--- config.mk ---
export PLATFORM = sky130hd
export DESIGN_NAME = pipeline_hazard_ctrl
export DESIGN_NICKNAME = d
export VERILOG_FILES = /design/src/rtl/pipeline_hazard_ctrl.sv
export SDC_FILE = /design/constraint.sdc
export NUM_CORES = 1
export LEC_CHECK = 0
export CAP_MARGIN = 0
export CORE_ASPECT_RATIO = 1.1
export CORE_MARGIN = 2
export CORE_UTILIZATION = 47
export DETAILED_ROUTE_END_ITERATION = 10
export PLACE_DENSITY = 0.8
export SLEW_MARGIN = 20
export SYNTH_ARGS = -nofsm -noshare
export SYNTH_HDL_FRONTEND = slang
export SYNTH_SLANG_ARGS = --single-unit
--- constraint.sdc ---
create_clock -name clk -period 3.65 [get_ports clk]
set_clock_uncertainty 0.1 [all_clocks]
set_input_delay 0.365 -clock clk [delete_from_list [all_inputs] [get_ports clk]]
set_output_delay 0.365 -clock clk [all_outputs]
set_load 0.02 [all_outputs]
--- src/rtl/pipeline_hazard_ctrl.sv ---
// Stall/flush sequencer for the 5-stage core: load-use bubbles, branch redirect flushes,
// multi-cycle data-memory freezes, plus saturating perf counters and a sticky timeout flag.
module pipeline_hazard_ctrl #(
  parameter int unsigned LOAD_USE_BUBBLES = 1,
  parameter int unsigned MEM_TIMEOUT      = 64,
  parameter int unsigned CNT_WIDTH        = 16
) (
  input  logic                 clk,
  input  logic                 reset,
  input  logic [3:0]           idRs1Addr,
  input  logic [3:0]           idRs2Addr,
  input  logic                 idUsesRs1,
  input  logic                 idUsesRs2,
  input  logic                 exIsLoad,
  input  logic                 exRegWrEn,
  input  logic [3:0]           exRegWrAddr,
  input  logic                 exBranchTaken,
  input  logic                 memReq,
  input  logic                 memReady,
  output logic                 pcWrEn,
  output logic                 ifidWrEn,
  output logic                 ifidFlush,
  output logic                 idexWrEn,
  output logic                 idexFlush,
  output logic                 exmemWrEn,
  output logic                 memwbWrEn,
  output logic                 memwbFlush,
  output logic [CNT_WIDTH-1:0] stallCnt,
  output logic [CNT_WIDTH-1:0] flushCnt,
  output logic                 memErr
);

  typedef enum logic [0:0] {StRun, StLoadStall} state_e;

  localparam bit                   MultiBubble = (LOAD_USE_BUBBLES > 1);
  localparam logic [2:0]           BubbleInit  = 3'(LOAD_USE_BUBBLES - 1);
  localparam logic [7:0]           TimeoutVal  = 8'(MEM_TIMEOUT);
  localparam logic [CNT_WIDTH-1:0] CntMax      = '1;

  state_e                stateQ, stateD;
  logic [2:0]            bubbleQ, bubbleD;
  logic [7:0]            waitQ, waitD;
  logic [CNT_WIDTH-1:0]  stallCntQ, stallCntD;
  logic [CNT_WIDTH-1:0]  flushCntQ, flushCntD;
  logic                  memErrQ, memErrD;

  logic memWait;
  logic branchFlush;
  logic loadUse;
  logic stallCycle;

  assign memWait     = memReq & ~memReady;
  assign branchFlush = exBranchTaken & ~memWait;
  assign loadUse     = exIsLoad & exRegWrEn &
                       ((idUsesRs1 & (idRs1Addr == exRegWrAddr)) |
                        (idUsesRs2 & (idRs2Addr == exRegWrAddr)));
  // A LOAD_STALL keeps bubbling regardless of the current loadUse term.
  assign stallCycle  = ~memWait & ~branchFlush & ((stateQ == StLoadStall) | loadUse);

  // State register
  always_ff @(posedge clk) begin
    if (!reset) begin
      stateQ    <= StRun;
      bubbleQ   <= '0;
      waitQ     <= '0;
      stallCntQ <= '0;
      flushCntQ <= '0;
      memErrQ   <= 1'b0;
    end else begin
      stateQ    <= stateD;
      bubbleQ   <= bubbleD;
      waitQ     <= waitD;
      stallCntQ <= stallCntD;
      flushCntQ <= flushCntD;
      memErrQ   <= memErrD;
    end
  end

  // Next-state
  always_comb begin
    stateD  = stateQ;
    bubbleD = bubbleQ;
    if (memWait) begin
      // Freeze: bubble sequence resumes once memory completes.
      stateD  = stateQ;
      bubbleD = bubbleQ;
    end else if (branchFlush) begin
      stateD  = StRun;
      bubbleD = '0;
    end else begin
      unique case (stateQ)
        StRun: begin
          if (loadUse && MultiBubble) begin
            stateD  = StLoadStall;
            bubbleD = BubbleInit;
          end
        end
        StLoadStall: begin
          bubbleD = bubbleQ - 3'd1;
          if (bubbleQ <= 3'd1) begin
            stateD = StRun;
          end
        end
        default: begin
          stateD  = StRun;
          bubbleD = '0;
        end
      endcase
    end
  end

  // Wait-timeout tracking and performance counters
  always_comb begin
    waitD     = '0;
    memErrD   = memErrQ | (waitQ == TimeoutVal);
    stallCntD = stallCntQ;
    flushCntD = flushCntQ;
    if (memWait) begin
      waitD = (waitQ == TimeoutVal) ? waitQ : waitQ + 8'd1;
    end
    if (!pcWrEn && (stallCntQ != CntMax)) begin
      stallCntD = stallCntQ + 1'b1;
    end
    if (branchFlush && (flushCntQ != CntMax)) begin
      flushCntD = flushCntQ + 1'b1;
    end
  end

  // Outputs; reset forces the no-hazard pattern
  always_comb begin
    pcWrEn     = 1'b1;
    ifidWrEn   = 1'b1;
    ifidFlush  = 1'b0;
    idexWrEn   = 1'b1;
    idexFlush  = 1'b0;
    exmemWrEn  = 1'b1;
    memwbWrEn  = 1'b1;
    memwbFlush = 1'b0;
    if (reset) begin
      if (memWait) begin
        // MEM/WB takes a bubble so the stalled MEM result is not written back twice.
        pcWrEn     = 1'b0;
        ifidWrEn   = 1'b0;
        idexWrEn   = 1'b0;
        exmemWrEn  = 1'b0;
        memwbFlush = 1'b1;
      end else if (branchFlush) begin
        ifidFlush = 1'b1;
        idexFlush = 1'b1;
      end else if (stallCycle) begin
        pcWrEn    = 1'b0;
        ifidWrEn  = 1'b0;
        idexFlush = 1'b1;
      end
    end
  end

  assign stallCnt = stallCntQ;
  assign flushCnt = flushCntQ;
  assign memErr   = memErrQ;

endmodule

==> impl_metrics.json <==
{
  "port_buffers": 60,
  "io_pins": 62,
  "synthToLayoutAreaGrowth_pct": 32.1,
  "drive_above_1_share_pct": 4.96,
  "end_kind": "primary output",
  "antenna_cells": 0,
  "rows": 26,
  "relSlewSlack_pct": 65.5,
  "final_nets": 368,
  "postCtsSetupBuffers": 0,
  "synth_cell_type_count": 43,
  "drt-total-wl_mm": 5.14,
  "rsz0062_at_grt": "false",
  "h-tree-depth": 2,
  "clk_latency_ps": 300,
  "vias_per_cell": 5.47,
  "clockRootBuffer": "clkbuf_8",
  "critPathMaxStageDelay_ps": 670,
  "arrival_ps": 2310,
  "cts.clk_slew.worst_paths_ps": 90,
  "die_h_um": 77.8,
  "setup_tns_ps": 0,
  "tritoncts": "built",
  "dr.pass1.iters": 4,
  "crit_path_cell_trace": "clkdlybuf4s50_1 > xor2_1 > nor2_1 > a41o_1 > o21ai_0 > clkdlybuf4s50_1",
  "coreArea_um2": 4720,
  "dp_cells": 391,
  "drc": 0,
  "clk_path_buf_depth": 2,
  "synth_area_um2": 2330,
  "yosysSeqAreaShare_pct": 38.7,
  "p_per_area_nw_per_um2": 323,
  "crit_path_max_fanout": 3,
  "ir_drop_mv": 0.159,
  "die-area_um2": 5530,
  "cts_buffers": 5,
  "max_freq_mhz": 360,
  "grt_max_degree": 26,
  "final_cells": 399,
  "stdcell_area_um2": 3080,
  "slowest_stage": "clkdlybuf4s50_1",
  "synth_area_per_cell_um2": 8.20,
  "drtIter0Drc": 94,
  "crit_top_cell": "clkdlybuf4s50_1",
  "synth-seq-cells": 45,
  "critPathTopFamily": "buffers and inverters",
  "antenna_found_initial": 0,
  "grt_overflow": 0,
  "critPathBufInv": 2,
  "start_kind": "input pin",
  "place_congestion": 0.792,
  "vias": 2181,
  "grt_pass1_vias": 2058,
  "cts_resized": 0,
  "status": "finished clean",
  "dp_hpwl_mm": 3.74,
  "wl_per_cell_um": 12.9,
  "postPlaceCellArea_um2": 2960,
  "die_w_um": 71.1,
  "hp-class": "reg2reg",
  "clock_sinks": 45,
  "synthCells": 284,
  "path_class": "in2out",
  "r2r_setup_slack_ps": 1450,
  "track_usage_pct": 19.1,
  "worst_slew_pin_slew_ps": 513,
  "synth.yosys.warnings": 0,
  "maxCapViolCount": 0,
  "fillers": 409,
  "initial_core_util_pct": 49.4,
  "hold_viol": 0,
  "postRouteAntennaNets": 0,
  "finalCritPeriodShare_pct": 76.1,
  "synthesis.nets": 310,
  "fin_crit_ps": 2780,
  "p_leak_nw": 1.00,
  "report.final.setup_viol": 0,
  "cp.required_ps": 3180,
  "cts_hold_buf": 0,
  "drv_slew": 0,
  "grt_pass1_wl_mm": 8.76
}
-- area by class of cell --
class	instances	area (um^2)	share of cell area, %
clock buffer	6	82.6	2.68
clock inverter	2	37.5	1.22
inverter	12	45.0	1.46
multi-input combinational	216	1330	43.1
sequential	45	901	29.3
tap	56	70.1	2.28
timing repair buffer	62	616	20.0
-- sequential cells by signal, indices dropped and copies added, names as in the netlist --
name	cells
stallCnt	16
waitQ	8
flushCnt	16
bubbleQ	3
memErr	1
stateQ	1
-- cell usage after synthesis --
cell type  count  area share, %
dfxtp_1       45             39
nor2_1        38            6.1
nand2_1       30            4.8
xnor2_1       17            6.4
nand3_1       16            3.4
a21oi_1       15            3.2
inv_1         11            1.8
mux2i_1       10            4.3
o21ai_0       10            2.1
nand4_1        8            2.1
xor2_1         8            3.0
or3_1          7            1.9
nand2b_1       6            1.6
ha_1           5            2.7
and3_1         4            1.1
buf_2          4           0.86
clkbuf_1       4           0.64
nor4_1         4            1.1
o31ai_1        4            1.3
or4_1          4            1.3
buf_4          3           0.97
nor3_1         3           0.64
nor3b_1        3           0.97
nor4b_1        3            1.1
nor3_2         2           0.86
o21bai_1       2           0.64
or3b_1         2           0.75
a21oi_2        1           0.38
a41o_1         1           0.43
and3_2         1           0.32
and4_1         1           0.38
conb_1         1           0.16
inv_2          1           0.16
nand3_2        1           0.43
nand4b_1       1           0.38
nor2b_1        1           0.27
nor4_2         1           0.54
o211a_1        1           0.43
o211ai_1       1           0.32
o21a_1         1           0.32
o21ai_1        1           0.21
o311a_1        1           0.43
o31a_1         1           0.38
-- through the flow --
stage / utilization (%) / power (mW) / hold WS, ps / setup WS, ps
6_report: 65.2 / 0.995 / 360 / 871
5_1_grt: 65.2 / 1.03 / 389 / 731
4_1_cts: 65.2 / 1.00 / 363 / 855
3_5_place_dp: 62.7 / 0.607 / 349 / 874
3_3_place_gp: 62.7 / 0.604 / 348 / 883
2_1_floorplan: - / 0.560 / 358 / 1520
-- logic make-up after synthesis --
family	after synthesis	synth area share (%)
xor+xnor	25	9.40
fa+ha+maj	5	2.69
buf+inv	23	4.41
compound gates	39	10.2
simple gates	136	30.1
mux	10	4.30
flops	45	38.7
other cells	1	0.161
-- worst min-delay path, stage by stage, from the launching register on --
cell	delay (ps)
dfxtp_1	320
inv_1	50
a21oi_1	50
-- power by group --
part	switching [mW]	internal, mW
Clock	0.177	0.223
Combinational	0.0490	0.0468
Sequential	0.00497	0.494
-- path summary, 6_finish.rpt --
path         cells after the start           to            from
max                              6     ifidWrEn  exRegWrAddr[0]
min                              2       memErr          memErr
max reg2reg                      7  stallCnt[8]     stallCnt[0]
min reg2reg                      2       memErr          memErr
-- per-layer routing --
| layer | global-route usage (%) | part of all wire [%] | vias up | wire [um] |
|---|---|---|---|---|
| li1 | - | - | 1098 | - |
| met1 | 23.5 | 46 | 1013 | 2370 |
| met5 | 0 | 0 | - | 0 |
| met4 | 6.04 | 1.0 | 0 | 52 |
| met2 | 33.0 | 47 | 63 | 2440 |
| met3 | 4.16 | 5.4 | 7 | 276 |
-- placed cells by master (no fill, tap or decap), drive strengths merged, types with 2 or more instances in the layout --
cell	synthesis	layout
clkdlybuf4s50	0	60
dfxtp	45	45
nor2	38	38
nand2	30	30
xnor2	17	17
nand3	17	17
a21oi	16	16
inv	12	12
o21ai	11	11
mux2i	10	10
xor2	8	8
nand4	8	8
or3	7	7
nand2b	6	6
clkbuf	4	6
ha	5	5
nor4	5	5
and3	5	5
nor3	5	5
or4	4	4
o31ai	4	4
nor4b	3	3
nor3b	3	3
o21bai	2	2
or3b	2	2
buf	7	2
Power figures use the tool's default switching activity.
